===== config.mk =====
export PLATFORM = sky130hd
export DESIGN_NAME = periph_access_arbiter
export DESIGN_NICKNAME = d
export VERILOG_FILES = /design/src/rtl/periph_access_arbiter_pkg.sv /design/src/rtl/periph_access_arbiter_rr_pick.sv /design/src/rtl/periph_access_arbiter.sv
export SDC_FILE = /design/constraint.sdc
export NUM_CORES = 1
export LEC_CHECK = 0
export ABC_AREA = 1
export CAP_MARGIN = 10
export CORE_UTILIZATION = 39
export DETAILED_ROUTE_END_ITERATION = 6
export MAX_ROUTING_LAYER = met4
export PLACE_DENSITY_LB_ADDON = 0.08
export SLEW_MARGIN = 20
export SYNTH_ARGS = -nofsm -noshare
export SYNTH_HDL_FRONTEND = slang
export SYNTH_SLANG_ARGS = --single-unit

===== constraint.sdc =====
create_clock -name Clk -period 1.4 [get_ports Clk]
set_input_delay 0.42 -clock Clk [delete_from_list [all_inputs] [get_ports Clk]]
set_output_delay 0.42 -clock Clk [all_outputs]
set_load 0.05 [all_outputs]

===== src/rtl/periph_access_arbiter_pkg.sv =====
// periph_access_arbiter_pkg
//   Shared types and helpers for the peripheral access arbiter.
//   - arbState_e : controller FSM state encoding (3-bit).
//   - idxWidth   : width of a port index for a given port count (min 1).
package periph_access_arbiter_pkg;

    typedef enum logic [2:0] {
        S_IDLE   = 3'd0,
        S_ISSUE  = 3'd1,
        S_R_BUSY = 3'd2,
        S_W_BUSY = 3'd3,
        S_RESP   = 3'd4
    } arbState_e;

    function automatic int unsigned idxWidth(input int unsigned n);
        return (n > 1) ? $clog2(n) : 1;
    endfunction

endpackage


===== src/rtl/periph_access_arbiter_rr_pick.sv =====
// rr_pick
//   Combinational round-robin selector: returns the first requesting port at
//   or after the pointer, wrapping at NUM_PORTS.
// Ports
//   req      in   NUM_PORTS  request vector
//   ptr      in   IDX_W      round-robin start position
//   grantOh  out  NUM_PORTS  one-hot grant (all zero when no request)
//   grantIdx out  IDX_W      index of the granted port
//   anyReq   out  1          at least one request present
module rr_pick #(
    parameter int unsigned NUM_PORTS = 2,
    parameter int unsigned IDX_W     = 1
) (
    input  logic [NUM_PORTS-1:0] req,
    input  logic [IDX_W-1:0]     ptr,
    output logic [NUM_PORTS-1:0] grantOh,
    output logic [IDX_W-1:0]     grantIdx,
    output logic                 anyReq
);

    logic        found;
    int unsigned pos;

    assign anyReq = |req;

    always_comb begin
        grantOh  = '0;
        grantIdx = '0;
        found    = 1'b0;
        pos      = 0;
        for (int unsigned k = 0; k < NUM_PORTS; k++) begin
            pos = 32'(ptr) + k;
            if (pos >= NUM_PORTS) begin
                pos = pos - NUM_PORTS;
            end
            if (!found && req[pos]) begin
                grantOh[pos] = 1'b1;
                grantIdx     = pos[IDX_W-1:0];
                found        = 1'b1;
            end
        end
    end

endmodule


===== src/rtl/periph_access_arbiter.sv =====
// periph_access_arbiter
//   Round-robin arbiter placing NUM_PORTS requesters onto one AXI-lite master
//   bridge. The winner's address/write data are latched, a one-cycle start
//   pulse is issued, and the requester is stalled until its own response.
//   Optional bus timeout is built when the macro PERIPH_TIMEOUT_EN is defined;
//   otherwise the controller waits indefinitely and Error is tied to 0.
// Ports
//   Clk, nRst              clock (rising edge), async active-low reset
//   Req, RW, Addr, WData   per-port request, direction (1=write), flattened addr/data
//   Stall                  per-port stall (Req & ~RespValid)
//   RespValid, Error       one-cycle per-port response pulse, timeout flag
//   RData                  read data, held until the next read completes
//   StartAXIRead/Write     one-cycle bridge start pulses
//   AXIAddr, AXIWData      latched address/write data for the bridge
//   AXIRData               bridge read data, valid with ReadCompleted
//   ReadCompleted          bridge read done pulse
//   WriteCompleted         bridge write done pulse
module periph_access_arbiter
    import periph_access_arbiter_pkg::*;
#(
    parameter int unsigned NUM_PORTS      = 2,
    parameter int unsigned ADDR_W         = 32,
    parameter int unsigned DATA_W         = 32,
    parameter int unsigned TIMEOUT_CYCLES = 255
) (
    input  logic                        Clk,
    input  logic                        nRst,
    input  logic [NUM_PORTS-1:0]        Req,
    input  logic [NUM_PORTS-1:0]        RW,
    input  logic [NUM_PORTS*ADDR_W-1:0] Addr,
    input  logic [NUM_PORTS*DATA_W-1:0] WData,
    output logic [NUM_PORTS-1:0]        Stall,
    output logic [NUM_PORTS-1:0]        RespValid,
    output logic [NUM_PORTS-1:0]        Error,
    output logic [DATA_W-1:0]           RData,
    output logic                        StartAXIRead,
    output logic                        StartAXIWrite,
    output logic [ADDR_W-1:0]           AXIAddr,
    output logic [DATA_W-1:0]           AXIWData,
    input  logic [DATA_W-1:0]           AXIRData,
    input  logic                        ReadCompleted,
    input  logic                        WriteCompleted
);

    localparam int unsigned IDX_W = idxWidth(NUM_PORTS);

    if (NUM_PORTS < 1 || NUM_PORTS > 8 || TIMEOUT_CYCLES < 1) begin : gParamCheck
        $error("periph_access_arbiter: parameter out of range");
    end

    arbState_e          state, stateNext;
    logic [IDX_W-1:0]     rrPtr, grantIdx, pickIdx, ptrNext;
    logic [NUM_PORTS-1:0] pickOh;
    logic                 anyReq, rwQ, respFire, timeoutHit;

    rr_pick #(
        .NUM_PORTS (NUM_PORTS),
        .IDX_W     (IDX_W)
    ) uPick (
        .req      (Req),
        .ptr      (rrPtr),
        .grantOh  (pickOh),
        .grantIdx (pickIdx),
        .anyReq   (anyReq)
    );

    assign ptrNext = (grantIdx == IDX_W'(NUM_PORTS - 1)) ? '0 : grantIdx + 1'b1;
    assign Stall   = Req & ~RespValid;

    always_comb begin
        stateNext     = state;
        StartAXIRead  = 1'b0;
        StartAXIWrite = 1'b0;
        respFire      = 1'b0;
        case (state)
            S_IDLE:   if (anyReq) stateNext = S_ISSUE;
            S_ISSUE: begin
                StartAXIRead  = ~rwQ;
                StartAXIWrite = rwQ;
                stateNext     = rwQ ? S_W_BUSY : S_R_BUSY;
            end
            S_R_BUSY: if (ReadCompleted || timeoutHit) stateNext = S_RESP;
            S_W_BUSY: if (WriteCompleted || timeoutHit) stateNext = S_RESP;
            S_RESP: begin
                respFire  = 1'b1;
                stateNext = S_IDLE;
            end
            default:  stateNext = S_IDLE;
        endcase
    end

    always_comb begin
        RespValid = '0;
        if (respFire) begin
            RespValid[grantIdx] = 1'b1;
        end
    end

    always_ff @(posedge Clk or negedge nRst) begin
        if (!nRst) begin
            state    <= S_IDLE;
            rrPtr    <= '0;
            grantIdx <= '0;
            rwQ      <= 1'b0;
            AXIAddr  <= '0;
            AXIWData <= '0;
            RData    <= '0;
        end else begin
            state <= stateNext;
            case (state)
                S_IDLE: begin
                    if (anyReq) begin
                        grantIdx <= pickIdx;
                        rwQ      <= |(RW & pickOh);
                        AXIAddr  <= Addr[pickIdx*ADDR_W +: ADDR_W];
                        AXIWData <= WData[pickIdx*DATA_W +: DATA_W];
                    end
                end
                S_ISSUE:  rrPtr <= ptrNext;
                // A completion in the timeout cycle takes priority over the error path.
                S_R_BUSY: begin
                    if (ReadCompleted) begin
                        RData <= AXIRData;
                    end else if (timeoutHit) begin
                        RData <= '0;
                    end
                end
                S_W_BUSY: begin
                    if (!WriteCompleted && timeoutHit) begin
                        RData <= '0;
                    end
                end
                default: ;
            endcase
        end
    end

`ifdef PERIPH_TIMEOUT_EN
    localparam int unsigned CNT_W = $clog2(TIMEOUT_CYCLES + 1);

    logic [CNT_W-1:0] tmoCnt;
    logic             errQ;

    // Counter is 0 in the first BUSY cycle, so the last allowed cycle holds TIMEOUT_CYCLES-1.
    assign timeoutHit = ((state == S_R_BUSY) || (state == S_W_BUSY)) &&
                        (tmoCnt == CNT_W'(TIMEOUT_CYCLES - 1));
    assign Error      = errQ ? RespValid : '0;

    always_ff @(posedge Clk or negedge nRst) begin
        if (!nRst) begin
            tmoCnt <= '0;
            errQ   <= 1'b0;
        end else begin
            case (state)
                S_ISSUE: begin
                    tmoCnt <= '0;
                    errQ   <= 1'b0;
                end
                S_R_BUSY: begin
                    tmoCnt <= tmoCnt + 1'b1;
                    if (timeoutHit && !ReadCompleted) errQ <= 1'b1;
                end
                S_W_BUSY: begin
                    tmoCnt <= tmoCnt + 1'b1;
                    if (timeoutHit && !WriteCompleted) errQ <= 1'b1;
                end
                default: ;
            endcase
        end
    end
`else
    assign timeoutHit = 1'b0;
    assign Error      = '0;
`endif

endmodule


==> summary.txt <==
Final layout
  • Share of the core filled with cells: 0.878
  • Footprint of the multi-input gates: 2780 um^2
  • Number of nets at the end of the flow: 1138
  • Combined flip-flop and latch cell area: 2570 um^2
  • Area grow syn2layout: 115%
  • Number of fillers in the final layout: 612
  • Antenna diode instance count: 0
  • Final non-filler cell total: 1143
  • Share of final-layout standard cells stronger than drive strength 1: 0.376

Route
  • Final wirelength: 21400 um
  • WL/cell: 18.7 um
  • Detail-routed via count per cell: 5.08
  • Overall via count from detail_route: 5809
  • Pre-Repair DR Iteration Count: 5
  • Detailed Route Iter0 Violations: 393
  • Remaining antenna violation count: 0
  • Number of remaining DRC errors: 0

GRT
  • Vias in the first global route: 5871
  • Global-route wire length before repair: 29800 um
  • Met2 Usage GRT: 0.556
  • Pin count of the biggest net entering global routing: 65
  • Most utilized layer in the global route result: met2
  • Total Routing Usage GR: 0.309
  • Fraction of met1 tracks used by global routing: 0.328
  • Number of antenna violations at the first check in global routing: 0
  • Met3 Use GR: 0.0532
  • GRT Residual Overflow: 0

Clocking
  • CTS max path bufs: 2
  • TritonCTS clock tree: built
  • Clock slew seen by the registers of the worst setup and hold paths: 70 ps
  • Number of H-tree levels: 3
  • TritonCTS buffer count: 9
  • Number of clock sinks: 102
  • Worst-Skew Late Latency: 350 ps
  • Clock root cell: sky130_fd_sc_hd__clkbuf_16

Setup path
  • Endpoint type of the worst setup path: primary output
  • Arrival time of data at the critical path endpoint: 1370 ps
  • Largest fanout on the critical path: 4
  • Worst EP required: 980 ps
  • Crit Path Category: reg2out
  • Sort of element at the start of the critical path: flip-flop

Floorplanning
  • Die height: 115 um
  • Number of placement rows: 40
  • Core region area: 12200 um^2
  • Boundary pin count: 272
  • Total die area: 13200 um^2
  • Initial Utilization: 0.408
  • Chip width: 115 um

Logic synthesis
  • Fraction of the yosys area taken by sequential cells: 0.512
  • Area of the mapped netlist: 4980 um^2
  • Post-Syn Instances: 677
  • Synthesis warning total: 0
  • Number of register bits inferred by synthesis: 102
  • Mean Syn Cell Area: 7.36 um^2
  • Library cells used by synthesis: 17

Pwr
  • Cell leakage power: 5.39 nW
  • VDD IR-drop max: 1.73 mV
  • Total power after layout: 0.0284 W
  • Total power density per cell area: 2650 nW/um^2

Place
  • Cell total after placement: 1096
  • Number of buffers inserted by port buffering: 269
  • Placed wire-length estimate after detailed placement: 12200 um
  • Last weighted congestion value of the routability-driven placer: 0.793

STA
  • Pins Over Slew Limit: 0
  • RSZ-0062 raised after global routing: true
  • Final Hold Viols: 0
  • Final setup skew: 7.74 ps
  • Worst setup margin: -389 ps
  • Final Cycle Share: 1.28
  • Setup Viol. Count Final: 72
  • Smallest hold slack: 542 ps
  • Timing-limited maximum frequency: 559 MHz
  • Post-layout minimum cycle time: 1790 ps

Worst hold path
  • Min-Delay Path Class: in2async

Outcome
  • Violated checks: setup timing
  • Run status: complete, but fails checks

Job
  • Max-cap check violation count: 0
sequential cells by signal (all words and copies together) (netlist names):
name and flops:
AXIAddr 32, AXIWData 32, state 3, rwQ 1
rrPtr 1, RData 32, grantIdx 1
worst max-delay path, cell delays in order (launching register included):
cell and delay (ps):
sky130_fd_sc_hd__dfrtp_1 420, sky130_fd_sc_hd__nor2_4 140, sky130_fd_sc_hd__nand2_2 100, sky130_fd_sc_hd__o21ai_1 130, sky130_fd_sc_hd__inv_1 80, sky130_fd_sc_hd__buf_12 150
synthesized netlist by cell type:
cell,number,area share
sky130_fd_sc_hd__nor2_2,1,0.0013
sky130_fd_sc_hd__nand3_1,70,0.070
sky130_fd_sc_hd__buf_4,7,0.011
sky130_fd_sc_hd__buf_6,3,0.0068
sky130_fd_sc_hd__nand3b_1,10,0.015
sky130_fd_sc_hd__clkbuf_1,11,0.0083
sky130_fd_sc_hd__inv_2,1,0.00075
sky130_fd_sc_hd__nor2_1,5,0.0038
sky130_fd_sc_hd__conb_1,1,0.00075
sky130_fd_sc_hd__nor2_4,2,0.0045
sky130_fd_sc_hd__inv_1,53,0.040
sky130_fd_sc_hd__nand3_2,1,0.0020
sky130_fd_sc_hd__o21ai_1,9,0.0090
sky130_fd_sc_hd__o21ai_0,27,0.027
sky130_fd_sc_hd__nand2_1,352,0.27
sky130_fd_sc_hd__dfrtp_1,102,0.51
sky130_fd_sc_hd__buf_2,22,0.022
cells by family after synthesis:
| family | count (synthesis) | share of synthesized area |
|---|---|---|
| and+or+nand+nor | 441 | 0.362 |
| DFF | 102 | 0.512 |
| buffers and inverters | 97 | 0.0884 |
| AOI/OAI and AO/OA | 36 | 0.0362 |
| other | 1 | 0.000753 |
stage by stage:
| step | setup TNS [ps] | worst slack [ps] | area [um^2] |
|---|---|---|---|
| global placement | -32220 | -460 | 8980 |
| finish | -6950 | -389 | 10700 |
| floorplan | -229 | -91.4 | 5000 |
| CTS | -8780 | -365 | 10200 |
| detailed placement | -34840 | -496 | 8980 |
| global route | -11440 | -443 | 10700 |
routing by layer:
layer | vias up | share of wire
met2 | 309 | 0.53
met1 | 2753 | 0.35
met3 | 88 | 0.065
met5 | - | 0
met4 | 0 | 0.056
li1 | 2659 | -
what timing repair did:
item,CTS,global route
hold buffers,1,0
buffers inserted,14,4
pin swaps,57,110
endpoints found under the hold margin,18,0
gates cloned,16,5
gates resized for setup,117,171
setup endpoints to repair,72,99
path summary, 6_finish.rpt:
| check | end | slack [ps] | startpoint | cells after the start |
|---|---|---|---|---|
| worst min-delay path | AXIAddr[2] | 540 | nRst | 2 |
| max in group asynchronous | AXIWData[31] | 320 | nRst | 3 |
| worst min register to register | AXIAddr[3] | 540 | AXIAddr[3] | 2 |
| worst max register to register | AXIWData[22] | -120 | state[1] | 9 |
| min in group Clk | AXIAddr[3] | 540 | AXIAddr[3] | 2 |
| worst max-delay path | Stall[0] | -390 | state[1] | 5 |
area by class of cell:
cell class	count	share of cell area
Multi-Input combinational cell	479	0.259
Clock buffer	13	0.0252
Timing Repair Buffer	324	0.436
Sequential cell	102	0.240
Tap cell	168	0.0196
Clock inverter	3	0.00163
Inverter	54	0.0191
cell usage in the layout (no fill, tap or decap), types with 2 or more instances in the layout:
cell type                         count
sky130_fd_sc_hd__inv_2                2
sky130_fd_sc_hd__clkbuf_16           13
sky130_fd_sc_hd__nand3b_1            10
sky130_fd_sc_hd__clkbuf_8             3
sky130_fd_sc_hd__o21ai_0             24
sky130_fd_sc_hd__buf_8                2
sky130_fd_sc_hd__clkdlybuf4s50_1    164
sky130_fd_sc_hd__dlygate4sd2_1        2
sky130_fd_sc_hd__clkinv_2             2
sky130_fd_sc_hd__nor2_2               2
sky130_fd_sc_hd__nand2_4             56
sky130_fd_sc_hd__inv_1               51
sky130_fd_sc_hd__nor2_4               5
sky130_fd_sc_hd__nand3_1             59
sky130_fd_sc_hd__nand3_4              3
sky130_fd_sc_hd__buf_16               7
sky130_fd_sc_hd__buf_4               13
sky130_fd_sc_hd__nand3_2              9
sky130_fd_sc_hd__buf_6                7
sky130_fd_sc_hd__dfrtp_1             89
sky130_fd_sc_hd__dfrtp_2             13
sky130_fd_sc_hd__nand2_1            193
sky130_fd_sc_hd__buf_12             122
sky130_fd_sc_hd__nand2_2            103
sky130_fd_sc_hd__bufbuf_16            2
sky130_fd_sc_hd__conb_1               2
sky130_fd_sc_hd__o21ai_1             11
where the power goes:
part	internal [W]	total (W)	switching, W
Combinational	0.00932	0.0197	0.0104
Clock	0.00135	0.00247	0.00112
Sequential	0.00439	0.00622	0.00183
Total	0.0151	0.0284	0.0134
(Power assumes the default switching activity.)
